<file path="src/rtl/dpram_fifo_ctrl_if.sv">
// FIFO user/DPRAM-facing signal bundle for dpram_fifo_ctrl.
// master = environment (user logic + DPRAM), slave = the controller.
interface dpram_fifo_ctrl_if #(
  parameter int RAM_WIDTH = 8,
  parameter int ADDR_SZ   = 4
) ();
  logic                 push;
  logic [RAM_WIDTH-1:0] push_data;
  logic                 pop;
  logic [RAM_WIDTH-1:0] pop_data;
  logic                 pop_valid;
  logic                 full;
  logic                 empty;
  logic                 almost_full;
  logic [ADDR_SZ:0]     count;
  logic                 ready;
  logic                 flush;
  logic                 overflow;
  logic                 underflow;
  logic                 clr_err;
  logic [RAM_WIDTH-1:0] ram_data_in;
  logic [ADDR_SZ-1:0]   ram_wr_address;
  logic                 ram_write;
  logic [ADDR_SZ-1:0]   ram_rd_address;
  logic                 ram_read;
  logic [RAM_WIDTH-1:0] ram_data_out;

  modport master (
    output push, push_data, pop, flush, clr_err, ram_data_out,
    input  pop_data, pop_valid, full, empty, almost_full, count, ready,
           overflow, underflow, ram_data_in, ram_wr_address, ram_write,
           ram_rd_address, ram_read
  );

  modport slave (
    input  push, push_data, pop, flush, clr_err, ram_data_out,
    output pop_data, pop_valid, full, empty, almost_full, count, ready,
           overflow, underflow, ram_data_in, ram_wr_address, ram_write,
           ram_rd_address, ram_read
  );
endinterface

</file>
<file path="src/rtl/dpram_fifo_ctrl.sv">
// FIFO controller for an external dual-port RAM with 1-clk read latency.
// Sweeps the RAM with INIT_VALUE after reset, then runs as a FIFO.
module dpram_fifo_ctrl #(
  parameter int                   RAM_WIDTH  = 8,
  parameter int                   RAM_DEPTH  = 16,
  parameter int                   ADDR_SZ    = 4,
  parameter int                   AF_LEVEL   = 12,
  parameter logic [RAM_WIDTH-1:0] INIT_VALUE = '0
) (
  input logic               clk,
  input logic               reset_n,
  dpram_fifo_ctrl_if.slave  bus
);

  localparam logic [ADDR_SZ:0] DEPTH_CNT = (ADDR_SZ+1)'(RAM_DEPTH);
  localparam logic [ADDR_SZ:0] AF_CNT    = (ADDR_SZ+1)'(AF_LEVEL);

  typedef enum logic {ST_INIT, ST_RUN} state_t;

  state_t             r_state, w_next_state;
  logic [ADDR_SZ-1:0] r_init_cnt, r_wr_ptr, r_rd_ptr;
  logic [ADDR_SZ:0]   r_count;
  logic               r_pop_valid, r_overflow, r_underflow;
  logic               w_run, w_full, w_empty, w_push_ok, w_pop_ok;

  assign w_run     = (r_state == ST_RUN);
  assign w_full    = (r_count == DEPTH_CNT);
  assign w_empty   = (r_count == '0);
  assign w_push_ok = w_run && bus.push && !w_full  && !bus.flush;
  assign w_pop_ok  = w_run && bus.pop  && !w_empty && !bus.flush;

  // NOTE: sequential state uses non-blocking assignments so every register
  // samples pre-edge values, independent of statement order.
  always_ff @(posedge clk or negedge reset_n) begin
    if (!reset_n) r_state <= ST_INIT;
    else          r_state <= w_next_state;
  end

  always_comb begin
    w_next_state = r_state;
    case (r_state)
      ST_INIT: if (&r_init_cnt) w_next_state = ST_RUN;
      ST_RUN:  w_next_state = ST_RUN;
    endcase
  end

  // NOTE: every output gets a default first so no path can infer a latch.
  // The INIT write is gated by reset_n so the RAM sees no write while held.
  always_comb begin
    bus.ram_write      = 1'b0;
    bus.ram_wr_address = '0;
    bus.ram_data_in    = '0;
    bus.ram_read       = 1'b0;
    bus.ram_rd_address = '0;
    case (r_state)
      ST_INIT: begin
        bus.ram_write      = reset_n;
        bus.ram_wr_address = r_init_cnt;
        bus.ram_data_in    = INIT_VALUE;
      end
      ST_RUN: begin
        bus.ram_write      = w_push_ok;
        bus.ram_wr_address = r_wr_ptr;
        bus.ram_data_in    = bus.push_data;
        bus.ram_read       = w_pop_ok;
        bus.ram_rd_address = r_rd_ptr;
      end
    endcase
  end

  // NOTE: the RAM array itself is never reset; the INIT sweep rewrites it.
  always_ff @(posedge clk or negedge reset_n) begin
    if (!reset_n) begin
      r_init_cnt  <= '0;
      r_wr_ptr    <= '0;
      r_rd_ptr    <= '0;
      r_count     <= '0;
      r_pop_valid <= 1'b0;
    end else begin
      r_pop_valid <= w_pop_ok;
      if (!w_run) begin
        r_init_cnt <= r_init_cnt + 1'b1;
      end else if (bus.flush) begin
        r_wr_ptr <= '0;
        r_rd_ptr <= '0;
        r_count  <= '0;
      end else begin
        if (w_push_ok) r_wr_ptr <= r_wr_ptr + 1'b1;
        if (w_pop_ok)  r_rd_ptr <= r_rd_ptr + 1'b1;
        case ({w_push_ok, w_pop_ok})
          2'b10:   r_count <= r_count + 1'b1;
          2'b01:   r_count <= r_count - 1'b1;
          default: r_count <= r_count;
        endcase
      end
    end
  end

  // Sticky error flags: a new error wins over a simultaneous clear.
  always_ff @(posedge clk or negedge reset_n) begin
    if (!reset_n) begin
      r_overflow  <= 1'b0;
      r_underflow <= 1'b0;
    end else if (w_run) begin
      if (bus.push && w_full)  r_overflow  <= 1'b1;
      else if (bus.clr_err)    r_overflow  <= 1'b0;
      if (bus.pop && w_empty)  r_underflow <= 1'b1;
      else if (bus.clr_err)    r_underflow <= 1'b0;
    end
  end

  assign bus.pop_data    = bus.ram_data_out;
  assign bus.pop_valid   = r_pop_valid;
  assign bus.full        = w_full;
  assign bus.empty       = w_empty;
  assign bus.almost_full = (r_count >= AF_CNT);
  assign bus.count       = r_count;
  assign bus.ready       = w_run;
  assign bus.overflow    = r_overflow;
  assign bus.underflow   = r_underflow;

endmodule

</file>
<file path="src/flat_wrapper.sv">
// flat-port wrapper written by rule: the top's interface ports become plain ports
module dpram_fifo_ctrl_flat 
#(
  parameter int                   RAM_WIDTH  = 8,
  parameter int                   RAM_DEPTH  = 16,
  parameter int                   ADDR_SZ    = 4,
  parameter int                   AF_LEVEL   = 12,
  parameter logic [RAM_WIDTH-1:0] INIT_VALUE = '0
)
  (clk, reset_n, bus_push, bus_push_data, bus_pop, bus_flush, bus_clr_err, bus_ram_data_out, bus_pop_data, bus_pop_valid, bus_full, bus_empty, bus_almost_full, bus_count, bus_ready, bus_overflow, bus_underflow, bus_ram_data_in, bus_ram_wr_address, bus_ram_write, bus_ram_rd_address, bus_ram_read);
  dpram_fifo_ctrl_if #(.RAM_WIDTH(RAM_WIDTH), .ADDR_SZ(ADDR_SZ)) bus_i ();
  input logic clk;
  input logic reset_n;
  input wire logic [$bits(bus_i.push)-1:0] bus_push;
  input wire logic [$bits(bus_i.push_data)-1:0] bus_push_data;
  input wire logic [$bits(bus_i.pop)-1:0] bus_pop;
  input wire logic [$bits(bus_i.flush)-1:0] bus_flush;
  input wire logic [$bits(bus_i.clr_err)-1:0] bus_clr_err;
  input wire logic [$bits(bus_i.ram_data_out)-1:0] bus_ram_data_out;
  output wire logic [$bits(bus_i.pop_data)-1:0] bus_pop_data;
  output wire logic [$bits(bus_i.pop_valid)-1:0] bus_pop_valid;
  output wire logic [$bits(bus_i.full)-1:0] bus_full;
  output wire logic [$bits(bus_i.empty)-1:0] bus_empty;
  output wire logic [$bits(bus_i.almost_full)-1:0] bus_almost_full;
  output wire logic [$bits(bus_i.count)-1:0] bus_count;
  output wire logic [$bits(bus_i.ready)-1:0] bus_ready;
  output wire logic [$bits(bus_i.overflow)-1:0] bus_overflow;
  output wire logic [$bits(bus_i.underflow)-1:0] bus_underflow;
  output wire logic [$bits(bus_i.ram_data_in)-1:0] bus_ram_data_in;
  output wire logic [$bits(bus_i.ram_wr_address)-1:0] bus_ram_wr_address;
  output wire logic [$bits(bus_i.ram_write)-1:0] bus_ram_write;
  output wire logic [$bits(bus_i.ram_rd_address)-1:0] bus_ram_rd_address;
  output wire logic [$bits(bus_i.ram_read)-1:0] bus_ram_read;
  assign bus_i.push = bus_push;
  assign bus_i.push_data = bus_push_data;
  assign bus_i.pop = bus_pop;
  assign bus_i.flush = bus_flush;
  assign bus_i.clr_err = bus_clr_err;
  assign bus_i.ram_data_out = bus_ram_data_out;
  assign bus_pop_data = bus_i.pop_data;
  assign bus_pop_valid = bus_i.pop_valid;
  assign bus_full = bus_i.full;
  assign bus_empty = bus_i.empty;
  assign bus_almost_full = bus_i.almost_full;
  assign bus_count = bus_i.count;
  assign bus_ready = bus_i.ready;
  assign bus_overflow = bus_i.overflow;
  assign bus_underflow = bus_i.underflow;
  assign bus_ram_data_in = bus_i.ram_data_in;
  assign bus_ram_wr_address = bus_i.ram_wr_address;
  assign bus_ram_write = bus_i.ram_write;
  assign bus_ram_rd_address = bus_i.ram_rd_address;
  assign bus_ram_read = bus_i.ram_read;
  dpram_fifo_ctrl #(.RAM_WIDTH(RAM_WIDTH), .RAM_DEPTH(RAM_DEPTH), .ADDR_SZ(ADDR_SZ), .AF_LEVEL(AF_LEVEL), .INIT_VALUE(INIT_VALUE)) u_core (.clk(clk), .reset_n(reset_n), .bus(bus_i));
endmodule
</file>
<file path="config.mk">
export PLATFORM = sky130hd
export DESIGN_NAME = dpram_fifo_ctrl_flat
export DESIGN_NICKNAME = d
export VERILOG_FILES = /design/src/rtl/dpram_fifo_ctrl_if.sv /design/src/rtl/dpram_fifo_ctrl.sv /design/src/flat_wrapper.sv
export SDC_FILE = /design/constraint.sdc
export NUM_CORES = 1
export LEC_CHECK = 0
export ABC_CLOCK_PERIOD_IN_PS = 2300
export CORE_MARGIN = 2
export CORE_UTILIZATION = 38
export CTS_CLUSTER_DIAMETER = 100
export DETAILED_ROUTE_END_ITERATION = 10
export HOLD_SLACK_MARGIN = 0.15
export PLACE_DENSITY = 0.76
export SLEW_MARGIN = 20
export SYNTH_ARGS = -nofsm -noshare
export SYNTH_HDL_FRONTEND = slang
export SYNTH_SLANG_ARGS = --single-unit
export TNS_END_PERCENT = 1
</file>
<file path="constraint.sdc">
create_clock -name clk -period 2.3 [get_ports clk]
set_clock_uncertainty 0.05 [all_clocks]
set_input_delay 0.345 -clock clk [delete_from_list [all_inputs] [get_ports clk]]
set_output_delay 0.345 -clock clk [all_outputs]
set_load 0.03 [all_outputs]
</file>
==> reports/results.txt <==
status: finished with violations
failing checks: negative setup slack
Peak Freq: 406 MHz
pwr dens: 972 nW/um2
first-pass GRT wire length: 6130 um
Hold Slack: 0.374 ns
DP Wirelength: 2590 um
n_diodes: 0
crit path DAT: 2.62 ns
largest net degree at the start of global routing: 40
post-route cell area: 2030 um2
CP Launch Type: register
H-Tree Level Count: 1
final worst path period share: 1.07
Sequential Area: 531 um2
CTS tree: done
GR Overflow Total: 0
multi-input combinational cell area: 766 um2
CP max FO: 4
# hold bufs at CTS: 0
reg-to-reg critical path endpoint: u_core.bus.count[4]$_DFFE_PN0P_
Unique masters post-synth: 37
VDD IR max: 573 uV
ANT nets after route: 0
register area share after synthesis: 0.381
setup ws final: -0.165 ns
initial DRC count: 33
synthesized area: 1380 um2
Final Critical Period: 2.47 ns
DIE WIDTH: 64.2 um
P&R area growth vs syn: 47.0%
Worst-Margin Slew: 0.430 ns
critical path endpoint category: register
# DRC: 0
R2R Setup Slk: -0.17 ns
layout cell share with drive strength beyond 1: 0.234
worst r2r src: u_core.bus.count[2]$_DFFE_PN0P_
Worst Hold Class: input port to async pin
Mean Syn Cell Area: 9.25 um2
Synth Warn #: 0
root buffer cell: clkbuf_4
R2R cell count: 8
ys flop type: dfrtp_1
max-cap viol count: 0
RSZ-0062 raised after global routing: true
number of global-route vias before repair: 1,307
fill cell count: 290
CTS buffer count: 3
fin nets: 229
Total GRT Usage: 0.186
core footprint: 3420 um2
Port Buffers: 43
Worst-path clk slew: 0.12 ns
Post-synth EDFFs: 0
Setup CP Type: register to register
Final Setup Violations: 1
clk buf depth: 2
Starting Density: 0.403
GPL Wtd Cong: 0.840
Cell Count, Final, Fillers Out: 247
fin util: 0.593
WL per Instance: 14.5 um
placed cells: 241
first-pass iteration count of the detailed router: 4
later-pin clock latency in the skew report: 0.31 ns
area of placed instances: 1940 um2
Rel. slew slack: 0.713
Synthesized Nets: 176
Synth async-reset ratio: 1.00
DRT Wirelength: 3570 um
die area: 4120 um2
Vias: 1,297
initial antenna violation count: 0
Die Ht: 64.2 um
row count: 21
IO Pins: 60
flops & latches, synth: 21
Req. time, crit path: 2.46 ns
Fin. Hold Viols: 0
final slew viol count: 0
via/cell ratio: 5.25
Synth Instances: 149
leakage: 1.03 nW
clock sinks: 21
## routing by layer
layer,wire (um),vias to the layer above,share of wire,GRT usage
met5,0,-,0,0
met2,1830,34,0.51,0.316
li1,-,620,-,-
met1,1530,632,0.43,0.227
met4,58,0,0.016,0.0612
met3,161,11,0.045,0.0511
## stage by stage
| step | power (W) | setup slack, ns | TNS [ns] |
|---|---|---|---|
| 2_1_floorplan | 0.00121 | -0.209 | -0.503 |
| 3_3_place_gp | 0.00170 | -0.395 | -1.13 |
| 3_5_place_dp | 0.00173 | -0.447 | -1.38 |
| 4_1_cts | 0.00195 | -0.172 | -0.172 |
| 5_1_grt | 0.00210 | -0.251 | -0.378 |
| 6_report | 0.00197 | -0.165 | -0.165 |
## Yosys cell counts, drive strengths merged (2+ instances only)
cell type / number / area, um2
dfrtp: 21 / 526
and2: 12 / 75.1
buf: 11 / 73.8
nand2: 11 / 41.3
a21oi: 10 / 50.1
inv: 8 / 30.0
xnor2: 7 / 61.3
clkbuf: 6 / 22.5
mux2: 6 / 67.6
ha: 5 / 62.6
nor2: 5 / 18.8
o22ai: 5 / 31.3
nor4: 4 / 25.0
o21ai: 4 / 20.0
mux2i: 3 / 30.0
nor2b: 3 / 18.8
a221o: 2 / 20.0
a31o: 2 / 17.5
and4b: 2 / 20.0
nand2b: 2 / 12.5
nor3: 2 / 10.0
nor3b: 2 / 15.0
o31ai: 2 / 15.0
or3: 2 / 12.5
or4: 2 / 18.8
xor2: 2 / 17.5
## flip-flops by register name (all words and copies together) (netlist names)
signal / cells
u_core.bus.pop_valid: 1
u_core.r_rd_ptr: 4
u_core.r_init_cnt: 4
u_core.bus.ready: 1
u_core.bus.count: 5
u_core.bus.underflow: 1
u_core.r_wr_ptr: 4
u_core.bus.overflow: 1
## critical path, stage by stage, from the launching register on
cell and delay, ns:
dfrtp_2 0.45, nor4_4 0.34, mux2_4 0.34, xnor2_1 0.14, ha_2 0.19, or3_1 0.32, a21oi_1 0.13, mux2i_1 0.10
a221o_1 0.29
## how the worst max path moves through the flow
stage          slack [ns]                            start                         endpoint
6_report            -0.17  u_core.bus.count[2]$_DFFE_PN0P_  u_core.bus.count[4]$_DFFE_PN0P_
5_1_grt             -0.25  u_core.bus.count[2]$_DFFE_PN0P_  u_core.bus.count[4]$_DFFE_PN0P_
4_1_cts             -0.17  u_core.bus.count[2]$_DFFE_PN0P_  u_core.bus.count[4]$_DFFE_PN0P_
3_5_place_dp        -0.45                          bus_pop  u_core.bus.count[4]$_DFFE_PN0P_
3_3_place_gp        -0.40                          bus_pop  u_core.bus.count[4]$_DFFE_PN0P_
2_1_floorplan       -0.21  u_core.bus.count[1]$_DFFE_PN0P_  u_core.bus.count[4]$_DFFE_PN0P_
## placed cells by master, fill, tap and decap left out, types with 2 or more instances in the layout
cell             count
a21oi_1             10
a221o_1              2
a31o_2               2
and2_1              12
and4b_1              2
buf_4               23
buf_6                2
clkbuf_4             3
clkdlybuf4s50_1     23
dfrtp_1             17
dfrtp_2              4
dlygate4sd2_1        4
dlymetal6s2s_1      12
ha_1                 3
inv_1                8
mux2_2               5
mux2i_1              3
nand2_1             11
nand2b_1             2
nor2_1               4
nor2b_1              3
nor3_1               2
nor3b_1              2
nor4_1               3
o21ai_0              4
o22ai_1              5
o31ai_1              2
or3_1                2
or4_4                2
xnor2_1              7
xor2_1               2
## kinds of logic after synthesis
logic type               count (synthesis)  share of synthesized area
multiplexers                             9                     0.0708
adder cells (fa/ha/maj)                  5                     0.0454
AND/OR/NAND/NOR                         52                      0.223
XOR/XNOR                                 9                     0.0572
flip-flops                              21                      0.381
AO/OA/AOI/OAI                           28                      0.131
buffers and inverters                   25                     0.0917
## layout make-up
| class | count | share of cell area |
|---|---|---|
| multi-input cells | 103 | 0.378 |
| inverters | 8 | 0.0148 |
| clock buffers | 4 | 0.0130 |
| repair buffers | 65 | 0.304 |
| well taps | 46 | 0.0284 |
| flip-flops and latches | 21 | 0.262 |
## power breakdown
part | internal, W | switching [W] | leakage [nW]
clock network | 0.0000677 | 0.000110 | 0.0150
logic | 0.000621 | 0.000633 | 0.742
registers | 0.000448 | 0.0000891 | 0.274
## timing repair
action / CTS / global route
setup buffers: 1 / 1
setup endpoints to repair: 15 / 16
gates resized for setup: 10 / 15
pin swaps: 3 / 1
No activity file was read; power rests on OpenSTA's default activity.
